### src/rtl/nios2_mult_pkg.sv
// Shared constants, helper function and stage record for the Nios II multiply cell.
package nios2_mult_pkg;

  localparam int DEF_WIDTH_A      = 32;
  localparam int DEF_WIDTH_B      = 32;
  localparam int DEF_WIDTH_RESULT = 64;
  localparam int PIPE_STAGES_MAX  = 4;

  // Operands gain one bit so unsigned values survive a signed multiply.
  function automatic int ext_width(input int w);
    return w + 1;
  endfunction

  typedef struct packed {
    logic                        valid;
    logic [DEF_WIDTH_RESULT-1:0] product;
  } mult_stage_t;

endpackage

### src/rtl/nios2_mult_pipe_stage.sv
// One product pipeline register: enable-gated data, valid bit with flush-clear.
module nios2_mult_pipe_stage
  import nios2_mult_pkg::*;
#(
  parameter int WIDTH = DEF_WIDTH_RESULT
) (
  input  logic             clk,
  input  logic             reset_n,
  input  logic             en,
  input  logic             flush,
  input  logic             valid_d,
  input  logic [WIDTH-1:0] data_d,
  output logic             valid_q,
  output logic [WIDTH-1:0] data_q
);

  always_ff @(posedge clk or negedge reset_n) begin
    if (!reset_n) begin
      valid_q <= 1'b0;
      data_q  <= '0;
    end else begin
      if (flush)   valid_q <= 1'b0;
      else if (en) valid_q <= valid_d;
      if (en)      data_q  <= data_d;
    end
  end

endmodule

### src/rtl/nios2_mult_cell_pipe.sv
// Pipelined signed/unsigned multiply cell with flush and split M/A-stage stalls.
// Optional accumulate mode is enabled with the MULT_CELL_PIPE_ACC_EN macro.
module nios2_mult_cell_pipe
  import nios2_mult_pkg::*;
#(
  parameter int WIDTH_A      = DEF_WIDTH_A,
  parameter int WIDTH_B      = DEF_WIDTH_B,
  parameter int PIPE_STAGES  = 0,
  parameter int WIDTH_RESULT = WIDTH_A + WIDTH_B
) (
  input  logic                    clk,
  input  logic                    reset_n,
  input  logic                    in_valid,
  input  logic [WIDTH_A-1:0]      src_a,
  input  logic [WIDTH_B-1:0]      src_b,
  input  logic                    sign_a,
  input  logic                    sign_b,
  input  logic                    en_in,
  input  logic                    en_out,
  input  logic                    flush,
`ifdef MULT_CELL_PIPE_ACC_EN
  input  logic                    acc_en,
  input  logic                    acc_clr,
`endif
  output logic [WIDTH_RESULT-1:0] result,
  output logic                    out_valid,
  output logic                    busy
);

  localparam int PROD_W = ext_width(WIDTH_A) + ext_width(WIDTH_B);
`ifdef MULT_CELL_PIPE_ACC_EN
  localparam int ACC_W = 2;
`else
  localparam int ACC_W = 0;
`endif
  localparam int DATA_W = WIDTH_RESULT + ACC_W;

  logic [WIDTH_A-1:0] s0_a;
  logic [WIDTH_B-1:0] s0_b;
  logic               s0_sign_a, s0_sign_b, s0_valid;
`ifdef MULT_CELL_PIPE_ACC_EN
  logic               s0_acc_en, s0_acc_clr;
`endif

  always_ff @(posedge clk or negedge reset_n) begin
    if (!reset_n) begin
      s0_a      <= '0;
      s0_b      <= '0;
      s0_sign_a <= 1'b0;
      s0_sign_b <= 1'b0;
      s0_valid  <= 1'b0;
`ifdef MULT_CELL_PIPE_ACC_EN
      s0_acc_en  <= 1'b0;
      s0_acc_clr <= 1'b0;
`endif
    end else begin
      if (flush)      s0_valid <= 1'b0;
      else if (en_in) s0_valid <= in_valid;
      if (en_in) begin
        s0_a      <= src_a;
        s0_b      <= src_b;
        s0_sign_a <= sign_a;
        s0_sign_b <= sign_b;
`ifdef MULT_CELL_PIPE_ACC_EN
        s0_acc_en  <= acc_en;
        s0_acc_clr <= acc_clr;
`endif
      end
    end
  end

  // Both operands widened to the full product width before the signed multiply.
  logic signed [PROD_W-1:0] wide_a, wide_b, prod_full;
  assign wide_a    = {{(PROD_W-WIDTH_A){s0_sign_a & s0_a[WIDTH_A-1]}}, s0_a};
  assign wide_b    = {{(PROD_W-WIDTH_B){s0_sign_b & s0_b[WIDTH_B-1]}}, s0_b};
  assign prod_full = wide_a * wide_b;

  logic [WIDTH_RESULT-1:0] product;
  if (WIDTH_RESULT > PROD_W) begin : g_sext
    assign product = {{(WIDTH_RESULT-PROD_W){prod_full[PROD_W-1]}}, prod_full};
  end else if (WIDTH_RESULT == PROD_W) begin : g_same
    assign product = prod_full;
  end else begin : g_trunc
    assign product = prod_full[WIDTH_RESULT-1:0];
  end

  logic [PIPE_STAGES:0] stage_valid;
  logic [DATA_W-1:0]    stage_data [PIPE_STAGES+1];

  assign stage_valid[0] = s0_valid;
`ifdef MULT_CELL_PIPE_ACC_EN
  assign stage_data[0]  = {s0_acc_clr, s0_acc_en, product};
`else
  assign stage_data[0]  = product;
`endif

  for (genvar i = 0; i < PIPE_STAGES; i++) begin : g_stage
    nios2_mult_pipe_stage #(.WIDTH(DATA_W)) u_stage (
      .clk     (clk),
      .reset_n (reset_n),
      .en      (en_in),
      .flush   (flush),
      .valid_d (stage_valid[i]),
      .data_d  (stage_data[i]),
      .valid_q (stage_valid[i+1]),
      .data_q  (stage_data[i+1])
    );
  end

  logic                    last_valid;
  logic [WIDTH_RESULT-1:0] last_product;
  logic [WIDTH_RESULT-1:0] next_result;

  assign last_valid   = stage_valid[PIPE_STAGES];
  assign last_product = stage_data[PIPE_STAGES][WIDTH_RESULT-1:0];
  assign busy         = |stage_valid;

`ifdef MULT_CELL_PIPE_ACC_EN
  logic last_acc_en, last_acc_clr, consumed;
  assign last_acc_en  = stage_data[PIPE_STAGES][WIDTH_RESULT];
  assign last_acc_clr = stage_data[PIPE_STAGES][WIDTH_RESULT+1];

  // The last stage has already been delivered once unless the pipe advanced since.
  always_ff @(posedge clk or negedge reset_n) begin
    if (!reset_n)    consumed <= 1'b0;
    else if (en_in)  consumed <= 1'b0;
    else if (en_out) consumed <= 1'b1;
  end

  always_comb begin
    next_result = last_product;
    if (consumed)                      next_result = result;
    else if (last_valid && last_acc_clr) next_result = last_product;
    else if (last_valid && last_acc_en)  next_result = result + last_product;
  end
`else
  assign next_result = last_product;
`endif

  always_ff @(posedge clk or negedge reset_n) begin
    if (!reset_n) begin
      result    <= '0;
      out_valid <= 1'b0;
    end else begin
      if (flush)       out_valid <= 1'b0;
      else if (en_out) out_valid <= last_valid;
      if (en_out)      result    <= next_result;
    end
  end

endmodule

### config.mk
export PLATFORM = sky130hd
export DESIGN_NAME = nios2_mult_cell_pipe
export DESIGN_NICKNAME = d
export VERILOG_FILES = /design/src/rtl/nios2_mult_pkg.sv /design/src/rtl/nios2_mult_pipe_stage.sv /design/src/rtl/nios2_mult_cell_pipe.sv
export SDC_FILE = /design/constraint.sdc
export NUM_CORES = 2
export LEC_CHECK = 0
export BUFFER_PORTS_ARGS = -buffer_cell sky130_fd_sc_hd__buf_2
export CAP_MARGIN = 5
export CORE_MARGIN = 3
export CORE_UTILIZATION = 49
export CTS_CLUSTER_SIZE = 40
export DETAILED_ROUTE_END_ITERATION = 6
export GPL_ROUTABILITY_DRIVEN = 1
export GPL_TIMING_DRIVEN = 0
export PLACE_DENSITY = 0.75
export SLEW_MARGIN = 10
export SYNTH_ARGS = -nofsm -noshare
export SYNTH_HDL_FRONTEND = slang
export SYNTH_HIERARCHICAL = 1
export SYNTH_SLANG_ARGS = --single-unit
### constraint.sdc
create_clock -name clk -period 8.2 [get_ports clk]
set_input_delay 0 -clock clk [delete_from_list [all_inputs] [get_ports clk]]
set_output_delay 0 -clock clk [all_outputs]
set_load 0.05 [all_outputs]
==> metrics <==
number of max-cap violations=0; # IOs=138; clock sinks=between 100 and 150; WL/cell=roughly 27 um; synthesized flop and latch total=~130; antenna-violating nets left=0; actual slew at the worst max-slew pin=1.06 ns; final net count=6187; CP Data Arrival Time=approximately 8.5 ns; final hold slack=0.0132 ns; hpwl dp=129000 um; crit end category=flop; GRT Resource Usage Total=~36%; Hold Crit Class=input pin to asynchronous set/reset pin; Min Clock Period, post-route=8.13 ns; Clock Latency Late Sink=a little over 0.5 ns; final core occ=a little under three fifths; WP data required=8.60 ns; port bufs=136; area share of fa/ha/maj cells after synthesis=58.7%; Core Area=85900 sq um; Pre-antenna DRT Iters=7; Synth Instances=4516; Syn-to-layout area delta=12.4%; Setup violations, final=0; Post-Layout Inst Area=48200 sq um; crit path kind=flop to flop; largest family of logic cells by synthesized area=adder cells; synthesized area=~43000 sq um; Yosys cell types=64; period utilization=99.1%; H-tree level count=4; Placed Instances=5797; starting density of the core=between 40% and 50%; xor/xnor share of the synthesized area=1.43%; layout cells sized above 1=15.3%; root buf cell=clkbuf_16; average vias per placed instance=5.70; fillers=7523; die area=91100 sq um; grt ovf=0; initial antenna violation count=16; Final Hold Fails=0; syn_area_per_cell=9.50 sq um; row count=107; vias in the first global route=about 36000; Final Skew=about 0.018 ns; Clock Path Buffers=2; Die Span Y=approximately 300 um; Mapped Nets=5925; Post-synth EDFFs=0; CTS tree=built; outcome=complete, no violations; DRC=0; Max Clk Rate=123 MHz; Max Fanout on Critical Path=10; non-filler instance count after layout=5947; Synth Area in Compound Gates=about 3.5%; largest net degree at the start of global routing=86; placer congestion estimate=1.01; Final Max Tran Viols=0; Synth Area in Simple Gates=13.8%; clk slew on worst S/H paths=0.07 ns; Yosys warning count=6; first-pass GRT wire length=232000 um; CTS Buf Count=17; ys async rst share=100%; prevailing post-synth register cell=dfrtp_1; post-synthesis mux area share=under 10%; Worst slew margin=29.4%; die extent in x=302 um; Starting DRT DRC Count=3226; startpoint types=flop; vias=33900; Placed Area=45000 sq um; sequential area share after synthesis=7.70%; Total Routed Length=158000 um
[cell usage in the layout, fill, tap and decap left out, drive strengths merged, types with 6 or more instances in the layout]
cell         instances
mux2               110
nor3                10
nand3               14
ha                 212
and3                25
xor2                20
a211oi               7
inv               1106
nor2b                7
a21oi               76
a31oi               11
and2               359
nand2              744
diode               13
o21a                 6
dfrtp              132
buf                268
fa                1125
nand4               18
clkbuf             177
xnor2               50
or2                  7
nor2                75
o21ai               45
dlygate4sd3         69
o31ai               10
o21bai              16
a21o                24
[per-layer routing]
layer | global-route usage (%) | vias up | share of wire [%]
li1 | - | 13600 | -
met1 | 43.5 | 17400 | 35
met2 | 53.6 | 2204 | 44
met3 | 11.2 | 690 | 12
met4 | 26.5 | 4 | 9.5
met5 | 0 | - | 0.017
[worst paths after layout]
kind	start	to	slack, ns	cells past startpoint
setup / recovery	s0_a[31]$_DFFE_PN0P_	result[61]$_DFFE_PN0P_	0.07	26
hold / removal	reset_n	result[26]$_DFFE_PN0P_	0.01	2
setup reg to reg	s0_a[31]$_DFFE_PN0P_	result[61]$_DFFE_PN0P_	0.07	26
hold reg to reg	result[21]$_DFFE_PN0P_	result[21]$_DFFE_PN0P_	0.49	2
max in group asynchronous	reset_n	s0_b[19]$_DFFE_PN0P_	7.30	3
min in group clk	en_out	result[59]$_DFFE_PN0P_	0.03	4
[cell type report]
class                   instances  area, sq um  area share (%)
diodes                         13         32.5          0.0675
clock buffers                  18          439           0.911
multi-input cells            3026        35100            72.8
repair buffers                274         1970            4.08
well taps                    1144         1430            2.97
plain buffers                 222         1480            3.07
inverters                    1105         4160            8.63
clock inverters                13          194           0.402
flip-flops and latches        132         3400            7.06
[registers in the layout, indices dropped and copies added (netlist names)]
name       cells
busy           1
s0_sign_a      1
s0_sign_b      1
s0_a          32
result        64
s0_b          32
out_valid      1
[repair_timing]
| action | in CTS | in global routing |
|---|---|---|
| hold buffers | 69 | 0 |
| hold endpoints to repair | 200 | 0 |
| setup buffers | 19 | 49 |
| cloned | 0 | 0 |
| pin swaps | 21 | 71 |
| endpoints found under the setup margin | 40 | 33 |
| gates resized for setup | 316 | 370 |
[metrics by stage]
step	worst slack, ns	setup TNS, ns
6_report	0.0714	0
5_1_grt	-0.0587	-0.120
4_1_cts	-0.00999	-0.00999
3_5_place_dp	-2.14	-44.74
3_3_place_gp	-2.13	-43.18
2_1_floorplan	0.0351	0
[cell families (layout without fill, tap and decap cells)]
logic type	Yosys count	count (layout)
other	0	13
buffers and inverters	1358	1632
multiplexers	113	113
adder cells (fa/ha/maj)	1337	1337
AO/OA/AOI/OAI	233	233
XOR/XNOR	70	70
flip-flops	132	132
AND/OR/NAND/NOR	1273	1273
[critical path, cell delays in order (launching register included)]
cell and delay [ns]:
dfrtp_2 0.44, clkbuf_2 0.31, and3_1 0.24, fa_2 0.48, fa_1 0.53, fa_2 0.68
clkinvlp_4 0.15, buf_12 0.17, fa_1 0.50, inv_1 0.06, fa_1 0.47, fa_1 0.52
fa_1 0.59, inv_1 0.07, fa_2 0.57, inv_1 0.08, ha_4 0.25, nand4_1 0.17
a21oi_1 0.10, o21ai_2 0.11, nand2_1 0.12, or2_2 0.31, o211ai_1 0.18, buf_4 0.17
a31oi_2 0.11, or3_1 0.38, a31o_2 0.25
[cell usage after synthesis (5+ instances only)]
master / count / area [sq um]
or2_2: 7 / 43.8
o21a_1: 6 / 45.0
nor3_1: 10 / 50.1
buf_1: 7 / 26.3
nand4_1: 18 / 113
o21bai_1: 16 / 120
nand2_1: 744 / 2790
xor2_1: 20 / 175
o31ai_1: 10 / 75.1
a211oi_1: 5 / 37.5
nor2_1: 75 / 282
ha_1: 212 / 2650
clkbuf_1: 239 / 897
o21ai_0: 44 / 220
a21boi_0: 5 / 37.5
a21oi_1: 75 / 375
a31oi_1: 11 / 68.8
fa_1: 1125 / 22500
xnor2_1: 50 / 438
mux2_2: 110 / 1240
and3_1: 25 / 156
and2_1: 359 / 2250
dfrtp_1: 132 / 3300
nor2b_1: 7 / 43.8
nand3_1: 14 / 70.1
a21o_1: 24 / 180
inv_1: 1105 / 4150
Power is not shown: default switching activity piles up to over one toggle a cycle in this logic, so the estimate is an artifact.
